File: src/rtl/picorv32_sram_responder_if.sv
// ============================================================================
// Module   : picorv32_sram_responder_if
// Purpose  : PicoRV32 native memory bus plus imem loader write port.
// Revision : 1.0
// ============================================================================
`default_nettype none

interface picorv32_sram_responder_if #(
  parameter int DATA_WIDTH = 32,
  parameter int ADDR_WIDTH = 5
);
  logic                  mem_valid;
  logic                  mem_instr;
  logic [31:0]           mem_addr;
  logic [DATA_WIDTH-1:0] mem_wdata;
  logic [3:0]            mem_wstrb;
  logic                  mem_ready;
  logic [DATA_WIDTH-1:0] mem_rdata;
  logic                  oob_err;
  logic                  ld_valid;
  logic [ADDR_WIDTH-1:0] ld_addr;
  logic [DATA_WIDTH-1:0] ld_data;
  logic                  ld_ready;

  modport master (
    output mem_valid, mem_instr, mem_addr, mem_wdata, mem_wstrb,
    output ld_valid, ld_addr, ld_data,
    input  mem_ready, mem_rdata, oob_err, ld_ready
  );

  modport slave (
    input  mem_valid, mem_instr, mem_addr, mem_wdata, mem_wstrb,
    input  ld_valid, ld_addr, ld_data,
    output mem_ready, mem_rdata, oob_err, ld_ready
  );
endinterface

`default_nettype wire

File: src/rtl/picorv32_sram_responder.sv
// ============================================================================
// Module   : picorv32_sram_responder
// Purpose  : Handshaked PicoRV32 responder for two OpenRAM macros (imem/dmem)
//            with read-modify-write byte stores and an imem loader port.
// Revision : 1.0
// ============================================================================
`default_nettype none

module picorv32_sram_responder #(
  parameter int DATA_WIDTH = 32,
  parameter int ADDR_WIDTH = 5
) (
  input  wire                         clk,
  input  wire                         resetn,
  picorv32_sram_responder_if.slave    bus,
  output logic                        imem_csb,
  output logic                        imem_web,
  output logic [ADDR_WIDTH:0]         imem_addr,
  output logic [DATA_WIDTH-1:0]       imem_din,
  input  wire  [DATA_WIDTH-1:0]       imem_dout,
  output logic                        dmem_csb,
  output logic                        dmem_web,
  output logic [ADDR_WIDTH:0]         dmem_addr,
  output logic [DATA_WIDTH-1:0]       dmem_din,
  input  wire  [DATA_WIDTH-1:0]       dmem_dout
);

  localparam logic [2:0] S_IDLE     = 3'd0;
  localparam logic [2:0] S_RD_ISSUE = 3'd1;
  localparam logic [2:0] S_RD_CAPT  = 3'd2;
  localparam logic [2:0] S_WRITE    = 3'd3;
  localparam logic [2:0] S_RESP     = 3'd4;
  localparam logic [2:0] S_LD_WRITE = 3'd5;

  localparam int NBYTES = DATA_WIDTH / 8;

  logic [2:0]            state_q, state_d;
  logic [ADDR_WIDTH-1:0] req_idx_q, req_idx_d;
  logic [DATA_WIDTH-1:0] req_wdata_q, req_wdata_d;
  logic [3:0]            req_wstrb_q, req_wstrb_d;
  logic                  req_imem_q, req_imem_d;

  logic                  mem_ready_q, mem_ready_d;
  logic                  oob_err_q, oob_err_d;
  logic                  ld_ready_q, ld_ready_d;
  logic [DATA_WIDTH-1:0] rdata_q, rdata_d;

  logic                  imem_csb_q, imem_csb_d, imem_web_q, imem_web_d;
  logic                  dmem_csb_q, dmem_csb_d, dmem_web_q, dmem_web_d;
  logic [ADDR_WIDTH:0]   imem_addr_q, imem_addr_d, dmem_addr_q, dmem_addr_d;
  logic [DATA_WIDTH-1:0] imem_din_q, imem_din_d, dmem_din_q, dmem_din_d;

  logic                  oob;
  logic [DATA_WIDTH-1:0] rd_word;
  logic [DATA_WIDTH-1:0] merged;

  assign oob     = (|bus.mem_addr[31:ADDR_WIDTH+2]) | (|bus.mem_addr[1:0]);
  assign rd_word = req_imem_q ? imem_dout : dmem_dout;

  always_comb begin
    merged = rd_word;
    for (int i = 0; i < NBYTES; i++) begin
      if (req_wstrb_q[i]) merged[8*i +: 8] = req_wdata_q[8*i +: 8];
    end
  end

  // State register together with every registered output and request latch.
  always_ff @(posedge clk or negedge resetn) begin
    if (!resetn) begin
      state_q     <= S_IDLE;
      req_idx_q   <= '0;
      req_wdata_q <= '0;
      req_wstrb_q <= '0;
      req_imem_q  <= 1'b0;
      mem_ready_q <= 1'b0;
      oob_err_q   <= 1'b0;
      ld_ready_q  <= 1'b0;
      rdata_q     <= '0;
      imem_csb_q  <= 1'b1;
      imem_web_q  <= 1'b1;
      imem_addr_q <= '0;
      imem_din_q  <= '0;
      dmem_csb_q  <= 1'b1;
      dmem_web_q  <= 1'b1;
      dmem_addr_q <= '0;
      dmem_din_q  <= '0;
    end else begin
      state_q     <= state_d;
      req_idx_q   <= req_idx_d;
      req_wdata_q <= req_wdata_d;
      req_wstrb_q <= req_wstrb_d;
      req_imem_q  <= req_imem_d;
      mem_ready_q <= mem_ready_d;
      oob_err_q   <= oob_err_d;
      ld_ready_q  <= ld_ready_d;
      rdata_q     <= rdata_d;
      imem_csb_q  <= imem_csb_d;
      imem_web_q  <= imem_web_d;
      imem_addr_q <= imem_addr_d;
      imem_din_q  <= imem_din_d;
      dmem_csb_q  <= dmem_csb_d;
      dmem_web_q  <= dmem_web_d;
      dmem_addr_q <= dmem_addr_d;
      dmem_din_q  <= dmem_din_d;
    end
  end

  // ld_ready_q blocks re-accepting a loader word the loader has not yet dropped.
  always_comb begin
    state_d = state_q;
    case (state_q)
      S_IDLE: begin
        if (bus.mem_valid) begin
          if (oob)                          state_d = S_RESP;
          else if (bus.mem_wstrb == 4'hF)   state_d = S_WRITE;
          else                              state_d = S_RD_ISSUE;
        end else if (bus.ld_valid && !ld_ready_q) begin
          state_d = S_LD_WRITE;
        end
      end
      S_RD_ISSUE: state_d = S_RD_CAPT;
      S_RD_CAPT:  state_d = (req_wstrb_q != 4'h0) ? S_WRITE : S_RESP;
      S_WRITE:    state_d = S_RESP;
      S_RESP:     state_d = S_IDLE;
      S_LD_WRITE: state_d = S_IDLE;
      default:    state_d = S_IDLE;
    endcase
  end

  // Macro controls are computed one cycle ahead so they leave the flops clean.
  always_comb begin
    req_idx_d   = req_idx_q;
    req_wdata_d = req_wdata_q;
    req_wstrb_d = req_wstrb_q;
    req_imem_d  = req_imem_q;
    mem_ready_d = 1'b0;
    oob_err_d   = 1'b0;
    ld_ready_d  = 1'b0;
    rdata_d     = rdata_q;
    imem_csb_d  = 1'b1;
    imem_web_d  = 1'b1;
    imem_addr_d = imem_addr_q;
    imem_din_d  = imem_din_q;
    dmem_csb_d  = 1'b1;
    dmem_web_d  = 1'b1;
    dmem_addr_d = dmem_addr_q;
    dmem_din_d  = dmem_din_q;
    case (state_q)
      S_IDLE: begin
        if (bus.mem_valid) begin
          req_idx_d   = bus.mem_addr[ADDR_WIDTH+1:2];
          req_wdata_d = bus.mem_wdata;
          req_wstrb_d = bus.mem_wstrb;
          req_imem_d  = bus.mem_instr && (bus.mem_wstrb == 4'h0);
          if (oob) begin
            mem_ready_d = 1'b1;
            oob_err_d   = 1'b1;
            rdata_d     = '0;
          end else if (bus.mem_wstrb == 4'h0) begin
            if (bus.mem_instr) begin
              imem_csb_d  = 1'b0;
              imem_addr_d = {1'b0, bus.mem_addr[ADDR_WIDTH+1:2]};
            end else begin
              dmem_csb_d  = 1'b0;
              dmem_addr_d = {1'b0, bus.mem_addr[ADDR_WIDTH+1:2]};
            end
          end else begin
            dmem_csb_d  = 1'b0;
            dmem_web_d  = (bus.mem_wstrb != 4'hF);
            dmem_addr_d = {1'b0, bus.mem_addr[ADDR_WIDTH+1:2]};
            dmem_din_d  = bus.mem_wdata;
          end
        end else if (bus.ld_valid && !ld_ready_q) begin
          imem_csb_d  = 1'b0;
          imem_web_d  = 1'b0;
          imem_addr_d = {1'b0, bus.ld_addr};
          imem_din_d  = bus.ld_data;
        end
      end
      S_RD_CAPT: begin
        if (req_wstrb_q != 4'h0) begin
          dmem_csb_d  = 1'b0;
          dmem_web_d  = 1'b0;
          dmem_addr_d = {1'b0, req_idx_q};
          dmem_din_d  = merged;
        end else begin
          rdata_d     = rd_word;
          mem_ready_d = 1'b1;
        end
      end
      S_WRITE:    mem_ready_d = 1'b1;
      S_LD_WRITE: ld_ready_d  = 1'b1;
      default: ;
    endcase
  end

  assign bus.mem_ready = mem_ready_q;
  assign bus.mem_rdata = rdata_q;
  assign bus.oob_err   = oob_err_q;
  assign bus.ld_ready  = ld_ready_q;

  assign imem_csb  = imem_csb_q;
  assign imem_web  = imem_web_q;
  assign imem_addr = imem_addr_q;
  assign imem_din  = imem_din_q;
  assign dmem_csb  = dmem_csb_q;
  assign dmem_web  = dmem_web_q;
  assign dmem_addr = dmem_addr_q;
  assign dmem_din  = dmem_din_q;

endmodule

`default_nettype wire

File: src/flat_wrapper.sv
// flat-port wrapper written by rule: the top's interface ports become plain ports
module picorv32_sram_responder_flat 
#(
  parameter int DATA_WIDTH = 32,
  parameter int ADDR_WIDTH = 5
)
  (clk, resetn, imem_csb, imem_web, imem_addr, imem_din, imem_dout, dmem_csb, dmem_web, dmem_addr, dmem_din, dmem_dout, bus_mem_valid, bus_mem_instr, bus_mem_addr, bus_mem_wdata, bus_mem_wstrb, bus_ld_valid, bus_ld_addr, bus_ld_data, bus_mem_ready, bus_mem_rdata, bus_oob_err, bus_ld_ready);
  picorv32_sram_responder_if #(.DATA_WIDTH(DATA_WIDTH), .ADDR_WIDTH(ADDR_WIDTH)) bus_i ();
  input  wire clk;
  input  wire resetn;
  output logic imem_csb;
  output logic imem_web;
  output logic [ADDR_WIDTH:0] imem_addr;
  output logic [DATA_WIDTH-1:0] imem_din;
  input  wire  [DATA_WIDTH-1:0] imem_dout;
  output logic dmem_csb;
  output logic dmem_web;
  output logic [ADDR_WIDTH:0] dmem_addr;
  output logic [DATA_WIDTH-1:0] dmem_din;
  input  wire  [DATA_WIDTH-1:0] dmem_dout;
  input wire logic [$bits(bus_i.mem_valid)-1:0] bus_mem_valid;
  input wire logic [$bits(bus_i.mem_instr)-1:0] bus_mem_instr;
  input wire logic [$bits(bus_i.mem_addr)-1:0] bus_mem_addr;
  input wire logic [$bits(bus_i.mem_wdata)-1:0] bus_mem_wdata;
  input wire logic [$bits(bus_i.mem_wstrb)-1:0] bus_mem_wstrb;
  input wire logic [$bits(bus_i.ld_valid)-1:0] bus_ld_valid;
  input wire logic [$bits(bus_i.ld_addr)-1:0] bus_ld_addr;
  input wire logic [$bits(bus_i.ld_data)-1:0] bus_ld_data;
  output wire logic [$bits(bus_i.mem_ready)-1:0] bus_mem_ready;
  output wire logic [$bits(bus_i.mem_rdata)-1:0] bus_mem_rdata;
  output wire logic [$bits(bus_i.oob_err)-1:0] bus_oob_err;
  output wire logic [$bits(bus_i.ld_ready)-1:0] bus_ld_ready;
  assign bus_i.mem_valid = bus_mem_valid;
  assign bus_i.mem_instr = bus_mem_instr;
  assign bus_i.mem_addr = bus_mem_addr;
  assign bus_i.mem_wdata = bus_mem_wdata;
  assign bus_i.mem_wstrb = bus_mem_wstrb;
  assign bus_i.ld_valid = bus_ld_valid;
  assign bus_i.ld_addr = bus_ld_addr;
  assign bus_i.ld_data = bus_ld_data;
  assign bus_mem_ready = bus_i.mem_ready;
  assign bus_mem_rdata = bus_i.mem_rdata;
  assign bus_oob_err = bus_i.oob_err;
  assign bus_ld_ready = bus_i.ld_ready;
  picorv32_sram_responder #(.DATA_WIDTH(DATA_WIDTH), .ADDR_WIDTH(ADDR_WIDTH)) u_core (.clk(clk), .resetn(resetn), .bus(bus_i), .imem_csb(imem_csb), .imem_web(imem_web), .imem_addr(imem_addr), .imem_din(imem_din), .imem_dout(imem_dout), .dmem_csb(dmem_csb), .dmem_web(dmem_web), .dmem_addr(dmem_addr), .dmem_din(dmem_din), .dmem_dout(dmem_dout));
endmodule
File: config.mk
export PLATFORM = sky130hd
export DESIGN_NAME = picorv32_sram_responder_flat
export DESIGN_NICKNAME = d
export VERILOG_FILES = /design/src/rtl/picorv32_sram_responder_if.sv /design/src/rtl/picorv32_sram_responder.sv /design/src/flat_wrapper.sv
export SDC_FILE = /design/constraint.sdc
export NUM_CORES = 1
export LEC_CHECK = 0
export CAP_MARGIN = 40
export CORE_MARGIN = 2
export CORE_UTILIZATION = 41
export DETAILED_ROUTE_END_ITERATION = 8
export DONT_BUFFER_PORTS = 1
export PLACE_DENSITY = 0.57
export SLEW_MARGIN = 10
export SYNTH_ARGS = -nofsm -noshare
export SYNTH_HDL_FRONTEND = slang
export SYNTH_SLANG_ARGS = --single-unit
export TNS_END_PERCENT = 100
File: constraint.sdc
create_clock -name clk -period 2.4 [get_ports clk]
set_input_delay 0.48 -clock clk [delete_from_list [all_inputs] [get_ports clk]]
set_output_delay 0.48 -clock clk [all_outputs]
set_load 0.005 [all_outputs]
# After elaboration in Yosys (flattened, before gate mapping)
# Index checks and enable logic that the tools add are counted.
# word_totals
inputBits,174
output_inout_bits,115
n_memories,0
word_cells,106
mem_bits_ro,0
latch_bits,0
mem_bits_rw,0
ff_bits,160
# classes
bitwise,2
n_lt_le_gt_ge,0
eq_ne,17
muxes,54
n_div,0
n_mul,0
reduce_logical,16
n_shift,0
addsub,0
# op_table
operator,count
$mux W32,8
$pmux W32 S2,2
$mux W6,10
$mux W8,4
$reduce_or A25 Y1,1
$mux W1,20
$reduce_and A5 Y1,3
$mux W3,4
$pmux W3 S4,1
$pmux W6 S2,1
$ne A2 B2 Y1 const B,5
$ne A2 B1 Y1 const B,4
$eq A3 B2 Y1 const B,2
$eq A4 B4 Y1 const B,1
$logic_not A4 Y1,1
$ne A4 B4 Y1 const B,1
$pmux W1 S2,2
$reduce_and A4 Y1,1
$reduce_bool A2 Y1,2
$reduce_bool A4 Y1,1
$eq A3 B1 Y1 const B,1
$eq A3 B3 Y1 const B,1
$logic_not A3 Y1,1
$ne A3 B2 Y1 const B,1
10 further kinds,11

# Logic depth before layout (Yosys ltp)
# Gate-level depths: netlist of the first run.
# depth
ltp_word,5
mapped_depth,8
depth_no_buf,5

# Worst setup path after synthesis of the first run
# Ideal clock, no wire load.
# synth_path
kind,input port to flip-flop
start,input port bus_mem_addr[17]
end,register u_core.dmem_din_q[0] (netlist: u_core.dmem_din[0])
arrival_time_ns,1.904
setup_time_ns,0.126
stages,6
setup_slack_ns,0.370
t_required_ns,2.274
cell_sequence,nor4_1 nand4_1 nor4_4 nor2_2 buf_2 a221o_1
# synth_via
elab_chain_cells,4
# synth_lines
item,line_no,source
from (decl),flat_wrapper.sv:23,input wire logic [$bits(bus_i.mem_addr)-1:0] bus_mem_addr;
$reduce_or A25 Y1,picorv32_sram_responder.sv:57,assign oob = (|bus.mem_addr[31:ADDR_WIDTH+2]) | (|bus.mem_addr[1:0]);
$or A1 B1 Y1,picorv32_sram_responder.sv:57,
$ne A2 B2 Y1 (no source line),--,
$reduce_and A5 Y1 (no source line),--,
to (signal assigned),picorv32_sram_responder.sv:104,dmem_din_q <= dmem_din_d;
to (decl),picorv32_sram_responder.sv:51,"logic [DATA_WIDTH-1:0] imem_din_q, imem_din_d, dmem_din_q, dmem_din_d;"
# No other way between the ends.
# A chain may end at the register's enable or synchronous reset.

# Worst setup path in the final report of the first run
# layout_path
start,register u_core.state_q[0]
end,register u_core.dmem_din_q[14] (netlist: u_core.dmem_din[14])
# layout_via
elab_chain_cells,3
# layout_lines
item,line_no,source
from (decl),picorv32_sram_responder.sv:37,"logic [2:0] state_q, state_d;"
from (signal assigned),picorv32_sram_responder.sv:88,state_q <= state_d;
$eq A3 B2 Y1 / $logic_not A3 Y1 (equally long branches),picorv32_sram_responder.sv:148,case (state_q)
"$ne A2 B1 Y1 (no source line), or another cell as far along",--,
$reduce_and A5 Y1 (no source line),--,
# Several ways; a longest one is shown, not always the timed one.

==> results of run 1 <==
-- cell type report --
type	count	area [µm²]	area share [%]
clock buffers	21	450.4	5.635
inverters	1	3.754	0.04696
well taps	225	281.5	3.522
clock inverters	11	132.6	1.659
flip-flops and latches	158	3960	49.54
multi-input cells	511	2955	36.97
repair buffers	23	210.2	2.630
-- Yosys cell counts (2+ instances only) --
| library cell | n |
|---|---|
| a221o_1 | 37 |
| mux2i_1 | 32 |
| dfstp_2 | 4 |
| clkbuf_1 | 29 |
| a21oi_1 | 68 |
| nand2b_1 | 4 |
| nor4_1 | 8 |
| nor2_2 | 2 |
| and2_1 | 3 |
| buf_4 | 3 |
| o21ai_0 | 34 |
| a31oi_1 | 2 |
| buf_2 | 19 |
| nand3_1 | 3 |
| mux2_2 | 42 |
| dfrtp_1 | 154 |
| nand2_1 | 156 |
| nor2_1 | 101 |
| and4_1 | 3 |
-- metrics by stage --
step / total power, mW / cells / utilization, %
floorplan: 6.991 / 722 / -
global placement: 7.899 / 918 / 43.30
detailed placement: 8.092 / 918 / 43.30
CTS: 10.80 / 950 / 46.70
global route: 11.43 / 950 / 46.70
finish: 10.71 / 950 / 46.70
-- report_power, final --
part	switching (mW)	internal, mW
sequential	1.15	3.95
combinational	1.60	1.32
clock	1.11	1.57
total	3.86	6.84
-- sequential cells by signal (all words and copies together) (netlist names), 4 cells and up --
signal                cells
u_core.req_wdata_q       32
u_core.dmem_addr          5
u_core.imem_addr          5
u_core.req_idx_q          5
u_core.imem_din          32
u_core.bus.mem_rdata     32
u_core.req_wstrb_q        4
u_core.dmem_din          32
-- layer usage --
| metal | vias up | global-route usage, % |
|---|---|---|
| li1 | 2469 | - |
| met3 | 25 | 8.418 |
| met4 | 0 | 6.944 |
| met5 | - | 0 |
| met2 | 241 | 38.16 |
| met1 | 2615 | 25.87 |
-- cell families (layout without fill, tap and decap cells) --
kind of cell	Yosys count	count (layout)	synth area share, %
multiplexers	74	74	11.14
flip-flops	158	158	55.60
buffers and inverters	53	56	3.286
other	1	2	0.05266
AND/OR/NAND/NOR	289	289	16.80
AO/OA/AOI/OAI	146	146	13.13
-- worst max-delay path: stages (launching register included) --
cell and delay, ns:
dfrtp_1 0.46, nor2_1 0.17, nand3b_1 0.27, nor4_4 0.43
nor2_4 0.25, a221o_1 0.35
-- final timing paths --
check                                      endpoint  depth (start not counted)           startpoint
min reg2reg                     u_core.req_idx_q[1]                          2  u_core.req_idx_q[1]
min in group clk             u_core.req_wdata_q[31]                          2    bus_mem_wdata[31]
max                             u_core.dmem_din[14]                          5    u_core.state_q[0]
max in group asynchronous           u_core.dmem_web                          0               resetn
min                        u_core.bus.mem_rdata[22]                          0               resetn
max reg2reg                     u_core.dmem_din[14]                          5    u_core.state_q[0]
==> qor.yml, run 1 <==
status: "complete, but fails checks"
violations: "hold timing"
critPathRequiredTime_ns: 2.70
drt_iter0_drc: 358
first_pass_iters: 5
tightestPinTransition_ns: 0.9320
timing.fmax_ghz: 0.4816
top_layer_used: "met4"
pre_cts_slack_ns: 0.1090
cts_tree: "yes"
fin_area_um2: 7994
final_cell_mix: "nand2_1, dfrtp_1, nor2_1"
worst_setup_path_end_kind: "register"
finalHoldViolations: 158
dieArea_um2: 18440
holdCritPathClass: "primary input to async pin"
grt_max_degree: 159
relSlewSlack_pct: 37.72
dp_hpwl_um: 14160
clockBufferDepth: 2
synth_top_cell_by_area: "dfrtp_1"
io_buffer_count: 0
mostFrequentLayoutCell: "nand2_1"
startpoint_type: "register"
placed_area_um2: 7411
nets: 886
synth_area_leaders: "dfrtp_1, nand2_1, mux2_2"
yosysUniqueCellTypes: 36
worst_slack_ns: 0.3237
fin_worst_skew_ns: 0.009978
wl_met2_um: 10280
vdd_drop_max_mv: 0.5840
drc: 0
core_region_area_um2: 17120
drt-vias-per-instance: 5.632
async_flop_share_pct: 100.0
wl_met3_um: 1914
fp-row-count: 48
yosys.area.top_type_share_pct: 54.12
wl_um: 20430
drt-met1-wl_um: 7867
gp_congestion: 0.7952
pin_count: 289
antenna_found_initial: 0
initial_core_util_pct: 41.60
rsz0062_at_grt: "false"
p_leak_nw: 3.526
diodes: 0
fp.dieW_um: 135.8
grtUsageTotal_pct: 22.27
htreeDepth: 4
drv_cap: 0
crit_path_max_fanout: 32
r2r_slack_ns: 0.32
ctsResizeCount: 0
synth.yosys.seq_area_share_pct: 55.60
setup_viol: 0
drive_above_1_share_pct: 14.76
synth_seq_cells: 158
p_per_area_nw_per_um2: 1339
cts_sinks: 158
arrival_ns: 2.38
synthCells: 721
fp.dieH_um: 135.8
syn_avg_cell_area_um2: 9.876
tns_ns: 0
areaGrowthSynthToFinish_pct: 12.27
hold_slack_ns: -0.2529
grt_pass1_wl_um: 30890
clk_pin_slew_ns: 0.07
synth-edff-count: 0
grt_pass1_vias: 5494
slew_violations: 0
cts_buffers: 17
gr-total-overflow: 0
yosys_most_used_dff: "dfrtp_1"
wire_per_inst_um: 21.50
vias: 5350
crit_type: "register to register"
ant_nets: 0
syn_area_um2: 7121
cts_setup_buffers: 0
period_needed_ns: 2.076
cts-root-buf: "clkbuf_16"
n_fill_cell: 1650
insertion_delay_ns: 0.42
ys_warn_count: 0
min_period_over_period_pct: 86.51
Note: power is estimated with default switching activity, not from simulation.
==> run 2: changes to the inputs <==
--- a/config.mk
+++ b/config.mk
@@ -8,6 +8,7 @@
 export CAP_MARGIN = 40
 export CORE_MARGIN = 2
 export CORE_UTILIZATION = 41
+export CTS_CLUSTER_SIZE = 10
 export DETAILED_ROUTE_END_ITERATION = 8
 export DONT_BUFFER_PORTS = 1
 export PLACE_DENSITY = 0.57
==> results of run 2 <==
No change in the layout: final DEF, timing and power equal those of run 1.
